### src/rtl/ir_nec_pkg.sv
// Shared state encoding and NEC timing windows (microseconds) for ir_nec_rx.
// REP_STOP exists only when IR_NEC_REPEAT_EN is defined.
package ir_nec_pkg;

    typedef enum logic [2:0] {
        IDLE,
        LEAD_L,
        LEAD_H,
        BIT_L,
        BIT_H,
        STOP
`ifdef IR_NEC_REPEAT_EN
        , REP_STOP
`endif
    } state_t;

    localparam logic [13:0] LEAD_L_MIN = 14'd8000;
    localparam logic [13:0] LEAD_L_MAX = 14'd10000;
    localparam logic [13:0] LEAD_H_MIN = 14'd4000;
    localparam logic [13:0] LEAD_H_MAX = 14'd5000;
    localparam logic [13:0] REP_H_MIN  = 14'd2000;
    localparam logic [13:0] REP_H_MAX  = 14'd2500;
    localparam logic [13:0] BURST_MIN  = 14'd400;
    localparam logic [13:0] BURST_MAX  = 14'd700;
    localparam logic [13:0] ONE_H_MIN  = 14'd1400;
    localparam logic [13:0] ONE_H_MAX  = 14'd1900;

    function automatic logic in_win(input logic [13:0] cnt,
                                    input logic [13:0] lo,
                                    input logic [13:0] hi);
        return (cnt >= lo) && (cnt <= hi);
    endfunction

endpackage

### src/rtl/ir_sync_edge.sv
// Two-flop synchronizer for the IR receiver line plus falling/rising edge detect.
module ir_sync_edge (
    input  logic clk,
    input  logic rst_n,
    input  logic ir_in,
    output logic ir_s,
    output logic fall,
    output logic rise
);

    logic s1, s2, s_d;

    always_ff @(posedge clk or negedge rst_n) begin
        if (!rst_n) begin
            s1  <= 1'b1;
            s2  <= 1'b1;
            s_d <= 1'b1;
        end else begin
            s1  <= ir_in;
            s2  <= s1;
            s_d <= s2;
        end
    end

    assign ir_s = s2;
    assign fall = s_d & ~s2;
    assign rise = ~s_d & s2;

endmodule

### src/rtl/ir_nec_rx.sv
// NEC IR frame decoder: measures each mark/space in microseconds and shifts 32 bits LSB first.
// Optional repeat-frame detection is enabled by defining IR_NEC_REPEAT_EN.
module ir_nec_rx
    import ir_nec_pkg::*;
#(
    parameter int unsigned CLK_FREQ_HZ = 50_000_000
) (
    input  logic       clk,
    input  logic       rst_n,
    input  logic       ir_in,
    output logic [7:0] ir_addr,
    output logic [7:0] ir_data,
    output logic       ir_dout_vld,
    output logic       ir_repeat
);

    localparam int unsigned PRESC = CLK_FREQ_HZ / 1_000_000;
    localparam int unsigned PW    = (PRESC > 1) ? $clog2(PRESC) : 1;

    logic          ir_s, fall, rise, edge_any, tick;
    logic [PW-1:0] presc_cnt;
    logic [13:0]   us_cnt, tmax;
    logic [31:0]   sr;
    logic [4:0]    bit_idx;
    logic          shift_en, shift_bit, idx_clr, load, lvl;
    state_t        state, state_nxt;

    ir_sync_edge u_sync (
        .clk   (clk),
        .rst_n (rst_n),
        .ir_in (ir_in),
        .ir_s  (ir_s),
        .fall  (fall),
        .rise  (rise)
    );

    assign edge_any = fall | rise;
    assign tick     = (presc_cnt == PW'(PRESC - 1));

    always_ff @(posedge clk or negedge rst_n) begin
        if (!rst_n) begin
            presc_cnt <= '0;
            us_cnt    <= '0;
        end else begin
            presc_cnt <= (edge_any || tick) ? '0 : presc_cnt + 1'b1;
            if (edge_any)
                us_cnt <= '0;
            else if (tick && us_cnt != '1)
                us_cnt <= us_cnt + 1'b1;
        end
    end

    always_ff @(posedge clk or negedge rst_n) begin
        if (!rst_n) state <= IDLE;
        else        state <= state_nxt;
    end

`ifdef IR_NEC_REPEAT_EN
    logic rep_hit;
`endif

    always_comb begin
        state_nxt = state;
        shift_en  = 1'b0;
        shift_bit = 1'b0;
        idx_clr   = 1'b0;
        load      = 1'b0;
        tmax      = BURST_MAX;
        lvl       = 1'b0;
`ifdef IR_NEC_REPEAT_EN
        rep_hit   = 1'b0;
`endif
        case (state)
            IDLE: if (fall) state_nxt = LEAD_L;
            LEAD_L: begin
                tmax = LEAD_L_MAX;
                if (rise) state_nxt = in_win(us_cnt, LEAD_L_MIN, LEAD_L_MAX) ? LEAD_H : IDLE;
            end
            LEAD_H: begin
                tmax = LEAD_H_MAX;
                lvl  = 1'b1;
                if (fall) begin
                    if (in_win(us_cnt, LEAD_H_MIN, LEAD_H_MAX)) begin
                        state_nxt = BIT_L;
                        idx_clr   = 1'b1;
                    end
`ifdef IR_NEC_REPEAT_EN
                    else if (in_win(us_cnt, REP_H_MIN, REP_H_MAX))
                        state_nxt = REP_STOP;
`endif
                    else
                        state_nxt = IDLE;
                end
            end
            BIT_L: if (rise) state_nxt = in_win(us_cnt, BURST_MIN, BURST_MAX) ? BIT_H : IDLE;
            BIT_H: begin
                tmax = ONE_H_MAX;
                lvl  = 1'b1;
                if (fall) begin
                    shift_bit = in_win(us_cnt, ONE_H_MIN, ONE_H_MAX);
                    shift_en  = shift_bit || in_win(us_cnt, BURST_MIN, BURST_MAX);
                    if (!shift_en)            state_nxt = IDLE;
                    else if (bit_idx == 5'd31) state_nxt = STOP;
                    else                      state_nxt = BIT_L;
                end
            end
            STOP: if (rise) begin
                load      = in_win(us_cnt, BURST_MIN, BURST_MAX) && (sr[23:16] == ~sr[31:24]);
                state_nxt = IDLE;
            end
`ifdef IR_NEC_REPEAT_EN
            REP_STOP: if (rise) begin
                rep_hit   = in_win(us_cnt, BURST_MIN, BURST_MAX);
                state_nxt = IDLE;
            end
`endif
            default: state_nxt = IDLE;
        endcase
        // A phase that outlasts its window is abandoned even if no edge ever arrives.
        if (state != IDLE && !edge_any && ir_s == lvl && us_cnt > tmax)
            state_nxt = IDLE;
    end

    always_ff @(posedge clk or negedge rst_n) begin
        if (!rst_n) begin
            sr          <= '0;
            bit_idx     <= '0;
            ir_addr     <= '0;
            ir_data     <= '0;
            ir_dout_vld <= 1'b0;
        end else begin
            if (idx_clr)
                bit_idx <= '0;
            else if (shift_en)
                bit_idx <= bit_idx + 1'b1;
            if (shift_en)
                sr <= {shift_bit, sr[31:1]};
            if (load) begin
                ir_addr <= sr[7:0];
                ir_data <= sr[23:16];
            end
            ir_dout_vld <= load;
        end
    end

`ifdef IR_NEC_REPEAT_EN
    always_ff @(posedge clk or negedge rst_n) begin
        if (!rst_n) ir_repeat <= 1'b0;
        else        ir_repeat <= rep_hit;
    end
`else
    assign ir_repeat = 1'b0;
`endif

endmodule

### config.mk
export PLATFORM = sky130hd
export DESIGN_NAME = ir_nec_rx
export DESIGN_NICKNAME = d
export VERILOG_FILES = /design/src/rtl/ir_nec_pkg.sv /design/src/rtl/ir_sync_edge.sv /design/src/rtl/ir_nec_rx.sv
export SDC_FILE = /design/constraint.sdc
export NUM_CORES = 1
export LEC_CHECK = 0
export BUFFER_PORTS_ARGS = -buffer_cell sky130_fd_sc_hd__clkbuf_2
export CAP_MARGIN = 5
export CELL_PAD_IN_SITES_DETAIL_PLACEMENT = 0
export CELL_PAD_IN_SITES_GLOBAL_PLACEMENT = 1
export CORE_ASPECT_RATIO = 1.5
export CORE_UTILIZATION = 24
export CTS_CLUSTER_SIZE = 30
export DETAILED_ROUTE_END_ITERATION = 7
export HOLD_SLACK_MARGIN = 0.02
export PLACE_DENSITY_LB_ADDON = 0.1
export SYNTH_ARGS = -nofsm -noshare
export SYNTH_HDL_FRONTEND = slang
export SYNTH_SLANG_ARGS = --single-unit
### constraint.sdc
create_clock -name clk -period 6.1 [get_ports clk]
set_clock_uncertainty 0.05 [all_clocks]
set_input_delay 0.61 -clock clk [delete_from_list [all_inputs] [get_ports clk]]
set_output_delay 0.61 -clock clk [all_outputs]
set_load 0.03 [all_outputs]
==> flow_results.org <==
** Layout
- The filler cells instantiated in the layout total ~1900.
- After routing the design area is roughly 5000 sq um.
- Final net count :: ~400
- Antenna cells :: 0
- From synthesis to final layout, the design area changed by 12.2%.
- Multi-input gate area :: 2220 sq um
- Of the cells placed in the final design, the portion with a size suffix greater than 1 is around a quarter.
- Combined flip-flop and latch cell area :: roughly 2000 sq um

** Clocking
- CTS Hold Buffers Added :: 0
- Clock-pin slew was measured on the worst setup and hold paths at 60 ps.
- The later pin in the worst-skew pair is clocked with a latency of 340 ps.
- Buffer depth of the longest clock path :: 2
- Clock tree synthesis inserted a total of 9 buffers.
- TritonCTS built the clock tree.
- Number of buffers inserted to repair setup after CTS :: 0
- After clock tree synthesis, the repair step resized 0 gates.
- H-tree Lvls :: 3
- Number of clock sinks seen by CTS :: 80
- Cell chosen for the clock root :: sky130_fd_sc_hd__clkbuf_16

** Worst hold path
- Worst hold stages :: 1
- Worst min-delay path startpoint :: ir_in
- For hold timing, the worst endpoint is u_sync.s1.
- Kind of path behind the tightest hold check :: in2reg

** Floorplanning
- The floorplan step set the die height to 168 um.
- Site row count :: 60
- Die W :: around 110 um
- I/O pin count :: 21
- The initial utilization of the core area, before any placement, comes to 24.6%.
- Area enclosed by the die boundary :: 19000 sq um
- In this run the standard cell core region covers 17900 sq um.

** Worst setup path
- At the worst endpoint, the arrival time is about 3000 ps.
- Worst-path cell with the longest stage delay :: sky130_fd_sc_hd__o41ai_1
- Required @ worst endpoint :: 6270 ps
- STA classifies the critical path endpoint as a register.
- Crit path max fanout :: 34
- Origin of the critical flop-to-flop path :: us_cnt[9]
- The critical path goes through nand3_2, o41ai_1, a221oi_4, o21ai_4, buf_4, mux2_2.
- Across all register-to-register paths, the minimum setup slack is 3290 ps.
- The worst register-to-register path has a depth of 6.
- FF-to-FF End :: sr[2]
- The worst setup path is launched from a register.
- The worst setup path is of the reg2reg kind.
- On the worst path, the slowest cell contributes a delay of between 600 and 700 ps.

** Logic synthesis
- Synth warnings :: 0
- Counting flops with a built-in enable in the synthesized netlist gives 0.
- The netlist uses 64 different library cells.
- Dominant synthesized flop cell :: sky130_fd_sc_hd__dfrtp_1
- The number of nets in the synthesized netlist is 400.
- Mapped Cells :: between 300 and 400
- Sequential element share of the synthesized area :: 45.4%
- Post-synthesis async set-or-reset flop share :: 100%
- In this run the cell area of the synthesized design comes to about 4400 sq um.
- A synthesized cell averages 11.7 sq um.
- Register bit count reported by yosys :: 80

** STA
- The number of pins exceeding their max-slew limit in the final report is 0.
- At the pin with the least slew margin, the transition time is 1060 ps.
- Final TNS setup :: 0 ps
- Part of the cycle the worst path needs :: a little under half
- The number of hold violations in the final report was 0.
- Setup repair after global routing left no endpoint under its margin.
- Setup violation total in the final timing report :: 0
- For this run, the top clock speed supported by timing is between 300 and 400 MHz.
- The worst pin sits at a relative slew slack of 29.4%.
- The worst path needs between 2000 and 3000 ps of the cycle, external delays included.

** Power
- Worst ir drop on vdd :: between 100 and 150 uV
- Power density over the cells :: around 240 nW/um^2
- The analysis attributes to cell leakage a power of approximately 2.4 nW.

** Global routing
- The first global-routing pass estimated between 15000 and 20000 um of wire.
- For met3 alone, demand over resource in global routing was about 2.3%.
- The number of antenna violations at the first check in global routing is 0.
- The number of global-route vias before repair came to 2920.
- Total grt overflow :: 0
- Global routing consumed, over all layers together, a little under an eighth of the routing resources.
- In the global route stage, met2 resource usage came out at 21.1%.
- Maximum number of pins on one net before global-route repair :: a little over 80
- For this run, global-route usage on met1 was measured as between 10% and 20%.
- Busiest metal layer after global routing :: met2

** Detailed routing
- In this run the remaining antenna-violating nets after routing total 0.
- For this block, the via count after detailed routing is ~2800.
- Using the TritonRoute via totals, the vias-per-cell ratio works out to 4.64.
- Total DRC errors in the routed layout :: 0
- Average wire length per cell after detail routing :: between 15 and 20 um
- Count of routing violations after the opening detailed-route iteration :: 106
- The first detailed-routing pass ran for 4 iterations.
- Wire length after detailed routing :: between 10000 and 15000 um

** Placement
- Detailed placement HPWL :: 7060 um
- In this run the tool buffered the top-level ports with 19 buffer cells.
- At the end of routability-driven placement, the weighted congestion stood at 0.727.
- The placed instances occupy a cell area of approximately 4700 sq um.

** Flow run
- Number of maximum-capacitance constraint violations :: 0

** Run status
- Run status :: finished clean
-- layout make-up --
cell class,count,area share [%]
Timing Repair Buffer,21,2.27
Multi-Input combinational cell,261,44.7
Clock inverter,4,1.11
Tap cell,217,5.48
Clock buffer,12,4.77
Sequential cell,80,40.5
Inverter,16,1.21
-- where the power goes --
part | switching (mW) | total (mW) | internal (mW) | leakage, nW
Combinational | 0.0591 | 0.0939 | 0.0348 | 1.15
Clock | 0.222 | 0.541 | 0.319 | 0.137
Sequential | 0.0130 | 0.552 | 0.539 | 1.10
Total | 0.294 | 1.19 | 0.893 | 2.39
-- Yosys cell counts (all sizes together), types with 4 or more instances --
| library cell | n | area share [%] |
|---|---|---|
| nand2 | 22 | 1.9 |
| nand3 | 11 | 1.4 |
| a21boi | 6 | 1.0 |
| clkbuf | 8 | 0.68 |
| and2 | 8 | 1.1 |
| ha | 18 | 5.1 |
| nand4 | 7 | 0.99 |
| xor2 | 11 | 2.2 |
| nor2b | 6 | 0.85 |
| a21oi | 9 | 1.0 |
| o21ai | 10 | 1.4 |
| nand4b | 4 | 0.79 |
| inv | 16 | 1.4 |
| dfrtp | 77 | 44 |
| and3 | 7 | 0.99 |
| mux2 | 47 | 15 |
| mux2i | 6 | 1.4 |
| nor2 | 19 | 1.6 |
| nor4 | 5 | 1.0 |
| or3 | 5 | 0.82 |
| xnor2 | 9 | 1.8 |
| nand2b | 5 | 0.71 |
| buf | 14 | 2.4 |
| o211ai | 6 | 1.0 |
-- worst max-delay path by stage --
stage | startpoint | to | slack, ps | cells past startpoint
after floorplan | state[1] | state[0] | 3490 | 10
after global placement | us_cnt[5] | sr[2] | 3250 | 6
after detailed placement | us_cnt[5] | sr[2] | 3270 | 6
after CTS | us_cnt[5] | sr[2] | 3240 | 6
after global routing | us_cnt[5] | sr[2] | 3090 | 6
final | us_cnt[9] | sr[2] | 3290 | 6
-- cells by family after synthesis --
family	after synthesis	share of synthesized area, %
AND/OR/NAND/NOR	113	14.8
flip-flops	80	45.4
AO/OA/AOI/OAI	56	9.75
multiplexers	53	16.5
buffers and inverters	38	4.42
XOR/XNOR	20	3.97
adder cells (fa/ha/maj)	18	5.10
other	1	0.0849
-- per-stage QoR --
stage	util, %	power [mW]	hold WS [ps]	setup WS (ps)	instances
global placement	26.0	0.657	297	3250	595
floorplan	-	0.624	264	3490	379
detailed placement	26.0	0.658	299	3270	595
global route	27.6	1.25	284	3090	611
CTS	27.6	1.22	279	3240	611
finish	27.6	1.19	298	3290	611
-- routing by layer --
| metal | wire, um | vias up |
|---|---|---|
| met3 | 183 | 13 |
| met2 | 5450 | 33 |
| met4 | 158 | 0 |
| li1 | - | 1384 |
| met1 | 4300 | 1407 |
| met5 | 0 | - |
-- flip-flops by register name, indices dropped and copies added (netlist names), 3 cells and up --
signal / count
sr: 32
us_cnt: 14
state: 3
bit_idx: 5
ir_addr: 8
ir_data: 8
presc_cnt: 6
-- placed cells by master, fill, tap and decap left out, drive strengths merged, types with 2 or more instances in the layout --
| cell | n |
|---|---|
| dfstp | 3 |
| o31ai | 3 |
| nand4b | 4 |
| xor2 | 11 |
| and4 | 2 |
| a2111oi | 2 |
| nor4 | 5 |
| clkinv | 2 |
| a21boi | 6 |
| ha | 18 |
| and2 | 8 |
| and3 | 7 |
| nand3 | 11 |
| nand4 | 7 |
| o211ai | 6 |
| nand2 | 22 |
| mux2i | 6 |
| nand2b | 5 |
| dfrtp | 77 |
| or2 | 2 |
| buf | 3 |
| mux2 | 47 |
| clkbuf | 30 |
| or3 | 5 |
| nor2 | 19 |
| o211a | 2 |
| xnor2 | 9 |
| a21oi | 9 |
| or3b | 3 |
| nor2b | 6 |
| o21ai | 10 |
| a311oi | 2 |
| inv | 16 |
| o2111ai | 2 |
| or4 | 3 |
| nor3 | 2 |
-- critical path, delay by kind of cell, from the launching register on --
family / cells / cell delay [ps]
simple gates: 1 / 200
compound gates: 3 / 950
mux: 1 / 400
flops: 1 / 570
buf+inv: 1 / 510
Power figures use the tool's default switching activity.
